### src/rtl/cc_pkg.sv
// Shared constants and types for the CC comparator/sorter core and its frame loader.
package cc_pkg;

    localparam int NUM_W = 4;   // operand width, matches CC in_n*
    localparam int OPT_W = 3;   // opt width, matches CC opt
    localparam int RES_W = 9;   // result width, matches CC out_n
    localparam int CNT_W = 8;   // accepted-frame counter width

    // Meaning of opt bits as interpreted by CC.
    localparam int OPT_BIT_SORT = 0;  // sorted order
    localparam int OPT_BIT_MODE = 1;  // mode select

    typedef logic [NUM_W-1:0] num_t;
    typedef logic [OPT_W-1:0] opt_t;
    typedef logic [RES_W-1:0] res_t;
    typedef logic [CNT_W-1:0] cnt_t;

    typedef enum logic {
        COLLECT = 1'b0,
        PRESENT = 1'b1
    } state_t;

endpackage

### src/rtl/cc_frame_loader_if.sv
// Beat stream, frame presentation and result signals of the CC frame loader.
// master: the loader itself; slave: the producer/consumer/CC environment.
interface cc_frame_loader_if;
    import cc_pkg::*;

    logic   in_valid;
    num_t   in_data;
    opt_t   in_opt;
    logic   in_ready;
    num_t   out_n0;
    num_t   out_n1;
    num_t   out_n2;
    num_t   out_n3;
    opt_t   out_opt;
    logic   frame_valid;
    logic   frame_ready;
    res_t   cc_result;
    res_t   result;
    logic   result_valid;
    cnt_t   frame_cnt;

    modport master (
        input  in_valid, in_data, in_opt, frame_ready, cc_result,
        output in_ready, out_n0, out_n1, out_n2, out_n3, out_opt,
               frame_valid, result, result_valid, frame_cnt
    );

    modport slave (
        output in_valid, in_data, in_opt, frame_ready, cc_result,
        input  in_ready, out_n0, out_n1, out_n2, out_n3, out_opt,
               frame_valid, result, result_valid, frame_cnt
    );

endinterface

### src/rtl/cc_frame_loader.sv
// Collects four serial operand beats into a frame, presents it to CC with a
// valid/ready handshake and registers CC's result when the frame is taken.
module cc_frame_loader
    import cc_pkg::*;
(
    input  logic               clk,
    input  logic               rst,
    cc_frame_loader_if.master  bus
);

    state_t     state;
    state_t     state_nxt;
    logic [1:0] beat_idx;
    num_t       ops [4];
    opt_t       opt_q;
    res_t       result_q;
    logic       result_valid_q;
    cnt_t       frame_cnt_q;
    logic       beat_fire;
    logic       frame_fire;
    logic       in_ready_c;
    logic       frame_valid_c;

    // State register.
    // NOTE: sequential state uses non-blocking (<=) so every flop samples pre-edge values.
    always_ff @(posedge clk) begin
        if (rst) state <= COLLECT;
        else     state <= state_nxt;
    end

    // Next-state and handshake decode; ready/valid come from state alone.
    // NOTE: every output gets a default first so no path can infer a latch.
    always_comb begin
        state_nxt     = state;
        in_ready_c    = 1'b0;
        frame_valid_c = 1'b0;
        beat_fire     = 1'b0;
        frame_fire    = 1'b0;
        case (state)
            COLLECT: begin
                in_ready_c = 1'b1;
                beat_fire  = bus.in_valid;
                if (beat_fire && beat_idx == 2'd3) state_nxt = PRESENT;
            end
            PRESENT: begin
                frame_valid_c = 1'b1;
                frame_fire    = bus.frame_ready;
                if (frame_fire) state_nxt = COLLECT;
            end
            default: state_nxt = COLLECT;
        endcase
    end

    // Operand/opt capture, result register and accepted-frame counter.
    // NOTE: the small operand array is reset because it drives outputs that must read 0 in reset.
    always_ff @(posedge clk) begin
        if (rst) begin
            beat_idx       <= '0;
            for (int i = 0; i < 4; i++) ops[i] <= '0;
            opt_q          <= '0;
            result_q       <= '0;
            result_valid_q <= 1'b0;
            frame_cnt_q    <= '0;
        end else begin
            result_valid_q <= 1'b0;
            if (beat_fire) begin
                ops[beat_idx] <= bus.in_data;
                if (beat_idx == 2'd0) opt_q <= bus.in_opt;
                beat_idx <= beat_idx + 2'd1;  // wraps to 0 after the fourth beat
            end
            if (frame_fire) begin
                result_q       <= bus.cc_result;
                result_valid_q <= 1'b1;
                frame_cnt_q    <= frame_cnt_q + cnt_t'(1);
            end
        end
    end

    assign bus.in_ready     = in_ready_c & ~rst;
    assign bus.frame_valid  = frame_valid_c;
    assign bus.out_n0       = ops[0];
    assign bus.out_n1       = ops[1];
    assign bus.out_n2       = ops[2];
    assign bus.out_n3       = ops[3];
    assign bus.out_opt      = opt_q;
    assign bus.result       = result_q;
    assign bus.result_valid = result_valid_q;
    assign bus.frame_cnt    = frame_cnt_q;

endmodule

### src/flat_wrapper.sv
// flat-port wrapper written by rule: the top's interface ports become plain ports
module cc_frame_loader_flat import cc_pkg::*;
  (clk, rst, bus_in_valid, bus_in_data, bus_in_opt, bus_frame_ready, bus_cc_result, bus_in_ready, bus_out_n0, bus_out_n1, bus_out_n2, bus_out_n3, bus_out_opt, bus_frame_valid, bus_result, bus_result_valid, bus_frame_cnt);
  cc_frame_loader_if bus_i ();
  input  logic clk;
  input  logic rst;
  input wire logic [$bits(bus_i.in_valid)-1:0] bus_in_valid;
  input wire logic [$bits(bus_i.in_data)-1:0] bus_in_data;
  input wire logic [$bits(bus_i.in_opt)-1:0] bus_in_opt;
  input wire logic [$bits(bus_i.frame_ready)-1:0] bus_frame_ready;
  input wire logic [$bits(bus_i.cc_result)-1:0] bus_cc_result;
  output wire logic [$bits(bus_i.in_ready)-1:0] bus_in_ready;
  output wire logic [$bits(bus_i.out_n0)-1:0] bus_out_n0;
  output wire logic [$bits(bus_i.out_n1)-1:0] bus_out_n1;
  output wire logic [$bits(bus_i.out_n2)-1:0] bus_out_n2;
  output wire logic [$bits(bus_i.out_n3)-1:0] bus_out_n3;
  output wire logic [$bits(bus_i.out_opt)-1:0] bus_out_opt;
  output wire logic [$bits(bus_i.frame_valid)-1:0] bus_frame_valid;
  output wire logic [$bits(bus_i.result)-1:0] bus_result;
  output wire logic [$bits(bus_i.result_valid)-1:0] bus_result_valid;
  output wire logic [$bits(bus_i.frame_cnt)-1:0] bus_frame_cnt;
  assign bus_i.in_valid = bus_in_valid;
  assign bus_i.in_data = bus_in_data;
  assign bus_i.in_opt = bus_in_opt;
  assign bus_i.frame_ready = bus_frame_ready;
  assign bus_i.cc_result = bus_cc_result;
  assign bus_in_ready = bus_i.in_ready;
  assign bus_out_n0 = bus_i.out_n0;
  assign bus_out_n1 = bus_i.out_n1;
  assign bus_out_n2 = bus_i.out_n2;
  assign bus_out_n3 = bus_i.out_n3;
  assign bus_out_opt = bus_i.out_opt;
  assign bus_frame_valid = bus_i.frame_valid;
  assign bus_result = bus_i.result;
  assign bus_result_valid = bus_i.result_valid;
  assign bus_frame_cnt = bus_i.frame_cnt;
  cc_frame_loader u_core (.clk(clk), .rst(rst), .bus(bus_i));
endmodule
### config.mk
export PLATFORM = sky130hd
export DESIGN_NAME = cc_frame_loader_flat
export DESIGN_NICKNAME = d
export VERILOG_FILES = /design/src/rtl/cc_pkg.sv /design/src/rtl/cc_frame_loader_if.sv /design/src/rtl/cc_frame_loader.sv /design/src/flat_wrapper.sv
export SDC_FILE = /design/constraint.sdc
export NUM_CORES = 1
export LEC_CHECK = 0
export BUFFER_PORTS_ARGS = -buffer_cell sky130_fd_sc_hd__buf_2
export CORE_MARGIN = 2
export CORE_UTILIZATION = 44
export CTS_BUF_LIST = sky130_fd_sc_hd__clkbuf_16
export CTS_CLUSTER_SIZE = 25
export DETAILED_ROUTE_END_ITERATION = 12
export PLACE_DENSITY_LB_ADDON = 0.3
export SLEW_MARGIN = 20
export SYNTH_ARGS = -nofsm -noshare
export SYNTH_HDL_FRONTEND = slang
export SYNTH_SLANG_ARGS = --single-unit
export TNS_END_PERCENT = 50
### constraint.sdc
create_clock -name clk -period 1.4 [get_ports clk]
set_input_delay 0.14 -clock clk [delete_from_list [all_inputs] [get_ports clk]]
set_output_delay 0.14 -clock clk [all_outputs]
set_load 0.1 [all_outputs]
# Word level (Yosys, flattened, before mapping)
# Memories as Yosys holds them, arrays and structs flattened.
# Index checks and enable logic that the tools add are counted.
# word_totals
regBits	24
ram_bits	16
inputBits	20
out_inout_bits	39
word_cells	33
memories	1
# op_classes
n_addsub	2
n_eq_ne	1
muxes	16
n_bitwise	3
reduce_logical	4
# mem_list
memory	depth	width	read_ports	rd_clocked_by_memory_dff	wr	line_no	rtl
u_core.ops	4	4	4	0	4	cc_frame_loader.sv:14	num_t ops [4];
# op_table
cell	count
1-bit two-way mux	13
8-bit by 1-bit adder with 8-bit output, second input constant	1
4-bit two-way mux	1
4-bit OR reduction	1
2-bit by 1-bit adder with 2-bit output, second input constant	1
2-bit equality test, second input constant	1
2-bit zero test	1
2-bit two-way mux	1
1-bit NOT	2
1-bit case mux with 2 select lines	1
2-bit AND reduction	1
1-bit AND	1
1-bit logical AND	1

# Longest topological paths before layout
# Gate-level depths: netlist of run 1.
# logic_depth
depth_word	6
mapped_depth	5
mapped_depth_nobuf	5

# Least setup slack after synthesis of run 1
# No wires, ideal clock.
# synth_path
path_kind	register to output
from	register u_core.state
to	output bus_in_ready
arrival_ps	2193
required_time_ps	1260
path_slack_ps	-933
path_stages_with_launch	3
path_buffers	1
cell_sequence	dfxtp_1 -> buf_6 -> nor2_1
# synth_via
elab_chain_len	2
# synth_lines
element	line_no	rtl
start: declaration	cc_frame_loader.sv:11	state_t state;
start signal: assignment	cc_frame_loader.sv:28	else state <= state_nxt;
1-bit two-way mux	cc_frame_loader.sv:39	case (state)
1-bit AND	cc_frame_loader.sv:79	assign bus.in_ready = in_ready_c & ~rst;
end: declaration	flat_wrapper.sv:12	output wire logic [$bits(bus_i.in_ready)-1:0] bus_in_ready;
# No other way between the ends.

# Worst setup path in the final report of run 1
# layout_path
from	register u_core.state
to	output bus_frame_valid
# layout_via
elab_chain_len	1
# layout_lines
element	line_no	rtl
1-bit two-way mux	cc_frame_loader.sv:39	
end: declaration	flat_wrapper.sv:18	output wire logic [$bits(bus_i.frame_valid)-1:0] bus_frame_valid;
# No other way between the ends.

==> results.ini, run 1 <==
[clocking]
root_buffer = clkbuf_16
clkTransAtPathRegs_ns = 0.05
insertion_delay_ns = 0.28
htreeDepth = 2
cts.sinks = 40
cts_tree = done
numCtsBuffers = 5
clockBufferDepth = 2
hold_buffers = 0

[setup_path]
cp-end-kind = output pin
rrSetupSlack_ns = 0.06
max_stage_delay_ns = 0.44
rr_startpoint = u_core.state$_SDFF_PP0_
crit_fanout = 9
path_buf_inv = 2
setup.worst_path.start = u_core.state$_SDFF_PP0_
slowest_stage = buf_2
crit_chain = buf_4 > buf_2
cp.depth = 2
crit_end = bus_frame_valid
cp.arrival_ns = 1.24
startpoint_type = flip-flop
r2r_cells = 3
required_ns = 1.26
critPathTopFamily = buffers and inverters
r2r_end = u_core.ops[1][2]$_SDFFCE_PN0P_
path_class = flip-flop to output pin

[power_and_ir_drop]
combPwrFrac = 0.170
p_leak_nw = 0.989
power_density_nw_per_um2 = 1330
p_int_mw = 2.18
peakVddDrop_mv = 1.08
switchingPower_mw = 0.820
finalPower_mw = 3.00
netSwitchingFraction = 0.273
pwr-share-clk = 0.411
p_seq_frac = 0.419

[detailed_routing]
vias = 1298
drtPass1Iterations = 4
top_layer_used = met4
drt_wl_total_mm = 3.09
viasPerCell = 4.79
wl_met2_mm = 1.44
wl_met1_mm = 1.38
route.detailed.drc = 0
wl_met3_um = 232
ant_nets = 0
drt_iter0_drc = 35
wl_per_cell_um = 11.4

[run]
max_cap_violations = 0

[global_routing]
grt_pass1_wl_mm = 5.33
grt_usage = 0.166
grt_pass1_vias = 1230
antenna_found_initial = 0
grt_max_degree = 31
gr-total-overflow = 0

[yosys]
yosysWarnings = 0
syn_nets = 178
synth_area_leaders = dfxtp_1 29%, edfxtp_1 29%, and2_1 6.5%
synth_ff_type = dfxtp_1
ys_types = 28
synth-async-reset-ratio = 0
ys_ff_latch = 40
yosysSeqAreaShare = 0.588
syn_area_um2 = 1640
avgSynthCellArea_um2 = 10.6
synth_cells = 155
yosysTopAreaCell = dfxtp_1
synth_top_cell_area_share = 0.294
synth_enable_flop_cells = 16

[cells_and_area]
nNetsFinal = 245
drive_above_1_share = 0.426
finish.instance_area_um2 = 2250
most-common-layout-cells = 57 x buf_2, 26 x nand2_1, 18 x a21oi_1
final_common_cell = buf_2
area_growth_pct = 37.7
antenna_cells = 0
nFillCells = 317

[sta]
worst_pin_slew_ns = 0.489
setup_violations = 0
finalHoldViolations = 0
skew_ns = 0.00423
fin_setup_tns_ns = 0
fin_crit_ns = 1.38
rsz0062_at_grt = true
clock.fmax_mhz = 726
slew_violations = 0
fin_crit_sh = 0.983
slew_headroom = 0.676

[min_path]
min_path_type = input port to flip-flop

[die]
design.core.area_um2 = 3610
ios = 59
initial_core_util = 0.454
rows = 22
dieArea_um2 = 4220
die_w_um = 65.0
die_height_um = 65.0

[place]
gp_congestion = 0.732
dpl_cell_area_um2 = 2070
hpwl_mm = 2.22
io_buffers = 58

[status]
status = complete, no violations

==> timing repair <==
action	4_1_cts	5_1_grt
buffers inserted	1	0
setup endpoints to repair	4	5
pin swaps	3	2
resized for setup	0	1
==> state kept, by name, summed over array words and instances (netlist names) <==
name	cells
u_core.beat_idx	2
u_core.bus.frame_cnt	8
u_core.bus.out_opt	3
u_core.bus.result	9
u_core.bus.result_valid	1
u_core.ops	16
u_core.state	1
==> power groups by stage <==
stage | clock [mW] | combinational (mW) | sequential, mW
finish | 1.24 | 0.510 | 1.26
global route | 1.31 | 0.536 | 1.26
floorplan | 0 | 0.114 | 1.57
CTS | 1.26 | 0.513 | 1.26
global placement | 0 | 0.507 | 1.28
detailed placement | 0 | 0.510 | 1.28
==> routing by layer <==
layer / GRT usage / up-vias
met4: 0.0798 / 0
met3: 0.0469 / 5
li1: - / 663
met2: 0.274 / 41
met1: 0.198 / 589
met5: 0 / -
==> cells in the mapped netlist (all sizes together), types with 4 or more instances <==
master,number
a21oi,18
and2,17
buf,4
dfxtp,24
edfxtp,16
inv,4
nand2,26
nand3,5
nor2,7
o21ai,4
or3,4
==> worst min-delay path, cell delays in order <==
cell     delay (ns)
buf_2          0.09
nand2_1        0.04
a21oi_1        0.05
==> metrics by stage <==
stage	hold slack, ns	cells	utilization	worst slack, ns
after floorplan	0.276	155	-	-0.244
after global placement	0.383	262	0.575	0.0187
after detailed placement	0.387	262	0.575	-0.0114
after CTS	0.0926	271	0.622	0.00292
after global routing	0.0910	271	0.625	-0.00266
final	0.0946	271	0.625	0.0232
==> how the worst min path moves through the flow <==
| stage | slack (ns) | start | depth (start not counted) | end |
|---|---|---|---|---|
| after floorplan | 0.28 | bus_cc_result[8] | 2 | u_core.bus.result[8]$_SDFFE_PP0P_ |
| after detailed placement | 0.39 | bus_cc_result[7] | 3 | u_core.bus.result[7]$_SDFFE_PP0P_ |
| after global placement | 0.38 | bus_cc_result[0] | 3 | u_core.bus.result[0]$_SDFFE_PP0P_ |
| after global routing | 0.09 | bus_cc_result[7] | 3 | u_core.bus.result[7]$_SDFFE_PP0P_ |
| after CTS | 0.09 | bus_cc_result[7] | 3 | u_core.bus.result[7]$_SDFFE_PP0P_ |
| final | 0.09 | bus_cc_result[7] | 3 | u_core.bus.result[7]$_SDFFE_PP0P_ |
==> cells by family after synthesis <==
group | after synthesis | share of synthesized area
AOI/OAI and AO/OA | 24 | 0.0773
xor gates and xnor gates | 3 | 0.0161
adders and majority gates | 3 | 0.0230
buffers and inverters | 11 | 0.0314
DFF | 40 | 0.588
muxes | 2 | 0.0130
and+or+nand+nor | 72 | 0.252
==> cell type report <==
type	instances	area, µm²	area share
Clock inverter	3	37.5	0.0167
Multi-Input combinational cell	104	649	0.288
Sequential cell	40	992	0.441
Timing Repair Buffer	67	373	0.166
Inverter	4	15.0	0.00667
Tap cell	48	60.1	0.0267
Clock buffer	5	125	0.0556
Power figures use the tool's default switching activity.
==> run 2, diff against run 1 <==
--- a/config.mk
+++ b/config.mk
@@ -6,12 +6,15 @@
 export NUM_CORES = 1
 export LEC_CHECK = 0
 export BUFFER_PORTS_ARGS = -buffer_cell sky130_fd_sc_hd__buf_2
+export CELL_PAD_IN_SITES_DETAIL_PLACEMENT = 1
+export CELL_PAD_IN_SITES_GLOBAL_PLACEMENT = 1
 export CORE_MARGIN = 2
-export CORE_UTILIZATION = 44
+export CORE_UTILIZATION = 33
 export CTS_BUF_LIST = sky130_fd_sc_hd__clkbuf_16
 export CTS_CLUSTER_SIZE = 25
 export DETAILED_ROUTE_END_ITERATION = 12
 export PLACE_DENSITY_LB_ADDON = 0.3
+export RECOVER_POWER = 25
 export SLEW_MARGIN = 20
 export SYNTH_ARGS = -nofsm -noshare
 export SYNTH_HDL_FRONTEND = slang
==> results.ini, run 2 (same netlist as run 1, synthesis figures left out) <==
[status]
status = complete, no violations

[power_and_ir_drop]
power_density_nw_per_um2 = 1260  ; -5.3%
p_leak_nw = 0.966  ; -2.3%
finalPower_mw = 2.84  ; -5.5%
peakVddDrop_mv = 0.580  ; -46%

[die]
ios = 59  ; unchanged
design.core.area_um2 = 4750  ; +32%
die_w_um = 74.4  ; +15%
die_height_um = 74.4  ; +15%
rows = 25  ; +14%
dieArea_um2 = 5530  ; +31%
initial_core_util = 0.344  ; -0.110

[sta]
skew_ns = 0.00429  ; +0.0000568 ns
setup_violations = 0  ; unchanged
rsz0062_at_grt = false
slew_violations = 0  ; unchanged
fin_crit_sh = 0.966  ; -0.0177
clock.fmax_mhz = 740  ; +1.8%
slew_headroom = 0.639  ; -0.0371
worst_pin_slew_ns = 0.544  ; +0.0546 ns
fin_crit_ns = 1.35  ; -0.0248 ns
finalHoldViolations = 0  ; unchanged

[detailed_routing]
viasPerCell = 4.52  ; -5.6%
route.detailed.drc = 0  ; unchanged
ant_nets = 0  ; unchanged
drtPass1Iterations = 2  ; -2
drt_wl_total_mm = 3.69  ; +19%
vias = 1316  ; +1.4%
wl_per_cell_um = 12.7  ; +11%
drt_iter0_drc = 36  ; +2.9%

[setup_path]
cp.arrival_ns = 1.21  ; -0.03 ns
path_class = flip-flop to output pin
slowest_stage = buf_2
crit_chain = buf_4 > buf_2
rr_startpoint = u_core.state$_SDFF_PP0_
cp-end-kind = output pin
critPathTopFamily = buffers and inverters
max_stage_delay_ns = 0.44  ; about the same
startpoint_type = flip-flop
required_ns = 1.26  ; about the same
path_buf_inv = 2  ; unchanged
setup.worst_path.start = u_core.state$_SDFF_PP0_
crit_fanout = 9  ; unchanged

[place]
gp_congestion = 0.758  ; +3.5%
hpwl_mm = 2.87  ; +29%
dpl_cell_area_um2 = 2100  ; +1.5%
io_buffers = 58  ; unchanged

[clocking]
numCtsBuffers = 5  ; unchanged
insertion_delay_ns = 0.28  ; about the same
cts_tree = done
htreeDepth = 2  ; unchanged
cts.sinks = 40  ; unchanged
hold_buffers = 0  ; unchanged
root_buffer = clkbuf_16
clockBufferDepth = 2  ; unchanged
clkTransAtPathRegs_ns = 0.06  ; about the same

[cells_and_area]
area_growth_pct = 37.4
nNetsFinal = 246  ; +0.41%
antenna_cells = 0  ; unchanged
finish.instance_area_um2 = 2250  ; -0.22%
final_common_cell = buf_2
most-common-layout-cells = 44 x buf_2, 26 x nand2_1, 18 x a21oi_1
top_register = u_core.ops
largest_reg_flops = 16  ; unchanged
drive_above_1_share = 0.429  ; +0.00256

[run]
max_cap_violations = 0  ; unchanged

[global_routing]
grt_usage = 0.148  ; -0.0176
grt_pass1_vias = 1347  ; +9.5%
grt_max_degree = 31  ; unchanged
antenna_found_initial = 0  ; unchanged
gr-total-overflow = 0  ; unchanged
grt_pass1_wl_mm = 6.11  ; +15%

[min_path]
min_path_type = input port to flip-flop
hp-start = bus_cc_result[5]

run 2: stage by stage:
stage | utilization | TNS, ns | worst slack [ns] | std cells | hold slack [ns]
2_1_floorplan | - | -3.80 | -0.244 | 155 | 0.276
5_1_grt | 0.473 | 0 | 0.00203 | 291 | 0.101
4_1_cts | 0.474 | -0.0123 | -0.00730 | 291 | 0.0936
6_report | 0.473 | 0 | 0.0480 | 291 | 0.101
3_5_place_dp | 0.443 | -0.0821 | -0.0206 | 282 | 0.389
3_3_place_gp | 0.443 | 0 | 0.0194 | 282 | 0.382
run 2: report_power, final:
part           internal (mW)  total (mW)  switching [mW]
sequential              1.24        1.26          0.0154
clock                  0.649        1.07           0.421
combinational          0.110       0.510           0.399
run 2: area by class of cell:
cell class | count | area [µm²]
Tap cell | 67 | 83.8
Timing Repair Buffer | 68 | 374
Fill cell | 575 | 2510
Sequential cell | 40 | 992
Inverter | 4 | 15.0
Clock inverter | 3 | 16.3
Clock buffer | 5 | 125
Multi-Input combinational cell | 104 | 641
run 2: final timing paths:
check,end,slack (ns),cells past startpoint
worst max register to register,u_core.ops[2][3]$_SDFFCE_PN0P_,0.05,3
worst max-delay path,bus_frame_valid,0.05,2
worst min register to register,u_core.bus.out_opt[2]$_SDFFE_PP0P_,0.45,2
worst min-delay path,u_core.bus.result[5]$_SDFFE_PP0P_,0.10,3
run 2: what timing repair did:
item / CTS / global route
buffers inserted: 1 / 0
gates resized for setup: 0 / 0
endpoints found under the hold margin: 0 / 0
pin swaps: 3 / 2
endpoints found under the setup margin: 4 / 4
run 2: layer usage:
| metal | routed length, µm | track usage |
|---|---|---|
| met5 | 0 | 0 |
| met4 | 49 | 0.0714 |
| met3 | 260 | 0.0556 |
| met2 | 1860 | 0.253 |
| met1 | 1520 | 0.163 |
run 2: tightest hold or removal path, stage by stage:
cell	delay (ns)
buf_2	0.10
nand2_1	0.05
a21oi_1	0.05
==> run 3, diff against run 2 <==
--- a/config.mk
+++ b/config.mk
@@ -9,8 +9,9 @@
 export CELL_PAD_IN_SITES_DETAIL_PLACEMENT = 1
 export CELL_PAD_IN_SITES_GLOBAL_PLACEMENT = 1
 export CORE_MARGIN = 2
-export CORE_UTILIZATION = 33
+export CORE_UTILIZATION = 39
 export CTS_BUF_LIST = sky130_fd_sc_hd__clkbuf_16
+export CTS_CLUSTER_DIAMETER = 60
 export CTS_CLUSTER_SIZE = 25
 export DETAILED_ROUTE_END_ITERATION = 12
 export PLACE_DENSITY_LB_ADDON = 0.3
==> constraint.sdc (replaced) <==
create_clock -name clk -period 1.63 [get_ports clk]
set_input_delay 0.163 -clock clk [delete_from_list [all_inputs] [get_ports clk]]
set_output_delay 0.163 -clock clk [all_outputs]
set_load 0.1 [all_outputs]
==> results.ini, run 3 (same netlist as run 1, synthesis figures left out) <==
[setup_path]
required_ns = 1.62  ; +0.36 ns
rrSetupSlack_ns = 0.11  ; +0.07 ns
cp.arrival_ns = 1.51  ; +0.30 ns
max_stage_delay_ns = 0.43  ; about the same
slowest_stage = or3b_4
cp-end-kind = flip-flop
crit_chain = or3b_4 > nor3_4 > or2_2
path_class = flip-flop to flip-flop
r2r_cells = 3  ; unchanged
crit_fanout = 10  ; +1
startpoint_type = flip-flop

[detailed_routing]
vias = 1343  ; +2.1%
route.detailed.drc = 0  ; unchanged
drt_wl_total_mm = 4.08  ; +11%
viasPerCell = 5.03  ; +11%
wl_per_cell_um = 15.3  ; +21%
drt_iter0_drc = 51  ; +42%
drtPass1Iterations = 4  ; +2
ant_nets = 0  ; unchanged

[sta]
clock.fmax_mhz = 660
setup_violations = 0  ; unchanged
fin_crit_ns = 1.52
finalHoldViolations = 0  ; unchanged
skew_ns = 0.00245  ; -0.00184 ns
slew_headroom = 0.594  ; -0.0451
worst_pin_slew_ns = 0.609  ; +0.0651 ns
fin_ws_ns = 0.114  ; +0.0664 ns
fin_crit_sh = 0.930
fin_hold_ws_ns = 0.122  ; +0.0210 ns
rsz0062_at_grt = false
slew_violations = 0  ; unchanged

[place]
pre_cts_slack_ns = 0.114  ; +0.134 ns
gp_congestion = 0.730  ; -3.6%
hpwl_mm = 3.10  ; +8.1%
dpl_cell_area_um2 = 1990  ; -5.4%
io_buffers = 58  ; unchanged

[cells_and_area]
antenna_cells = 0  ; unchanged
most-common-layout-cells = 48 x buf_2, 26 x nand2_1, 18 x a21oi_1
finish.instance_area_um2 = 2150  ; -4.3%
multi_input_area_um2 = 628  ; -2.0%
drive_above_1_share = 0.382  ; -0.0461
nFillCells = 481  ; -16%
top_register = u_core.ops
largest_reg_flops = 16  ; unchanged
area_growth_pct = 31.4
nNetsFinal = 239  ; -2.8%
final_common_cell = buf_2
seq_area_um2 = 972  ; -2.0%
postLayoutCoreUtil = 0.534  ; +0.0609

[status]
status = complete, no violations

[clocking]
clkTransAtPathRegs_ns = 0.06  ; about the same
htreeDepth = 2  ; unchanged
cts.sinks = 40  ; unchanged
hold_buffers = 0  ; unchanged
cts_resized = 0  ; unchanged
clockBufferDepth = 2  ; unchanged
numCtsBuffers = 5  ; unchanged
insertion_delay_ns = 0.28  ; about the same
cts_tree = done
cts_post_setup_buffers_inserted = 0  ; -1
root_buffer = clkbuf_16

[die]
die_height_um = 68.8  ; -7.6%
design.core.area_um2 = 4030  ; -15%
initial_core_util = 0.406  ; +0.0620
dieArea_um2 = 4730  ; -15%
rows = 23  ; -8.0%
die_w_um = 68.8  ; -7.6%
ios = 59  ; unchanged

[power_and_ir_drop]
netSwitchingFraction = 0.283  ; -0.0115
pwr-share-clk = 0.418  ; +0.041
p_leak_nw = 0.919  ; -4.9%
power_density_nw_per_um2 = 1210  ; -4.0%
p_int_mw = 1.87  ; -6.6%
combPwrFrac = 0.161  ; -0.019
p_seq_frac = 0.421  ; -0.022
peakVddDrop_mv = 0.431  ; -26%
switchingPower_mw = 0.738  ; -12%

[min_path]
whs_path_depth = 3  ; unchanged
min_path_type = input port to flip-flop

[run]
max_cap_violations = 0  ; unchanged

[global_routing]
gr-total-overflow = 0  ; unchanged
grt_usage = 0.193  ; +0.0444
grt_pass1_wl_mm = 6.58  ; +7.6%
grt_max_degree = 31  ; unchanged
antenna_found_initial = 0  ; unchanged
grt_pass1_vias = 1460  ; +8.4%

run 3: path summary, 6_finish.rpt:
check / from / endpoint
worst max-delay path: u_core.state$_SDFF_PP0_ / u_core.ops[1][1]$_SDFFCE_PN0P_
worst min-delay path: bus_cc_result[0] / u_core.bus.result[0]$_SDFFE_PP0P_
worst max register to register: u_core.state$_SDFF_PP0_ / u_core.ops[1][1]$_SDFFCE_PN0P_
worst min register to register: u_core.bus.result[1]$_SDFFE_PP0P_ / u_core.bus.result[1]$_SDFFE_PP0P_
run 3: layout make-up:
type	instances	share of cell area
Clock buffer	5	0.0582
Clock inverter	3	0.0175
Inverter	4	0.00698
Multi-Input combinational cell	104	0.292
Sequential cell	40	0.452
Tap cell	50	0.0291
Timing Repair Buffer	61	0.144
run 3: layer usage:
metal	track usage	part of all wire	vias to the layer above
met2	0.359	0.53	44
met3	0.0617	0.071	8
met1	0.199	0.39	643
met4	0.0735	0.017	0
li1	-	-	648
met5	0	0	-
run 3: power groups by stage:
stage | Combinational [mW] | Sequential, mW | Clock [mW]
after floorplan | 0.0935 | 1.36 | 0
after global placement | 0.412 | 1.12 | 0
after detailed placement | 0.422 | 1.12 | 0
after CTS | 0.424 | 1.10 | 1.10
after global routing | 0.439 | 1.10 | 1.14
final | 0.419 | 1.10 | 1.09
run 3: through the flow:
stage               TNS [ns]  instances  power [mW]
floorplan             -0.295        155        1.45
global placement           0        259        1.53
detailed placement         0        259        1.54
CTS                        0        267        2.62
global route               0        267        2.68
finish                     0        267        2.61
run 3: critical path, delay by kind of cell, from the launching register on:
| family | cells | cell delay, ns |
|---|---|---|
| DFF | 1 | 0.38 |
| and+or+nand+nor | 3 | 0.84 |
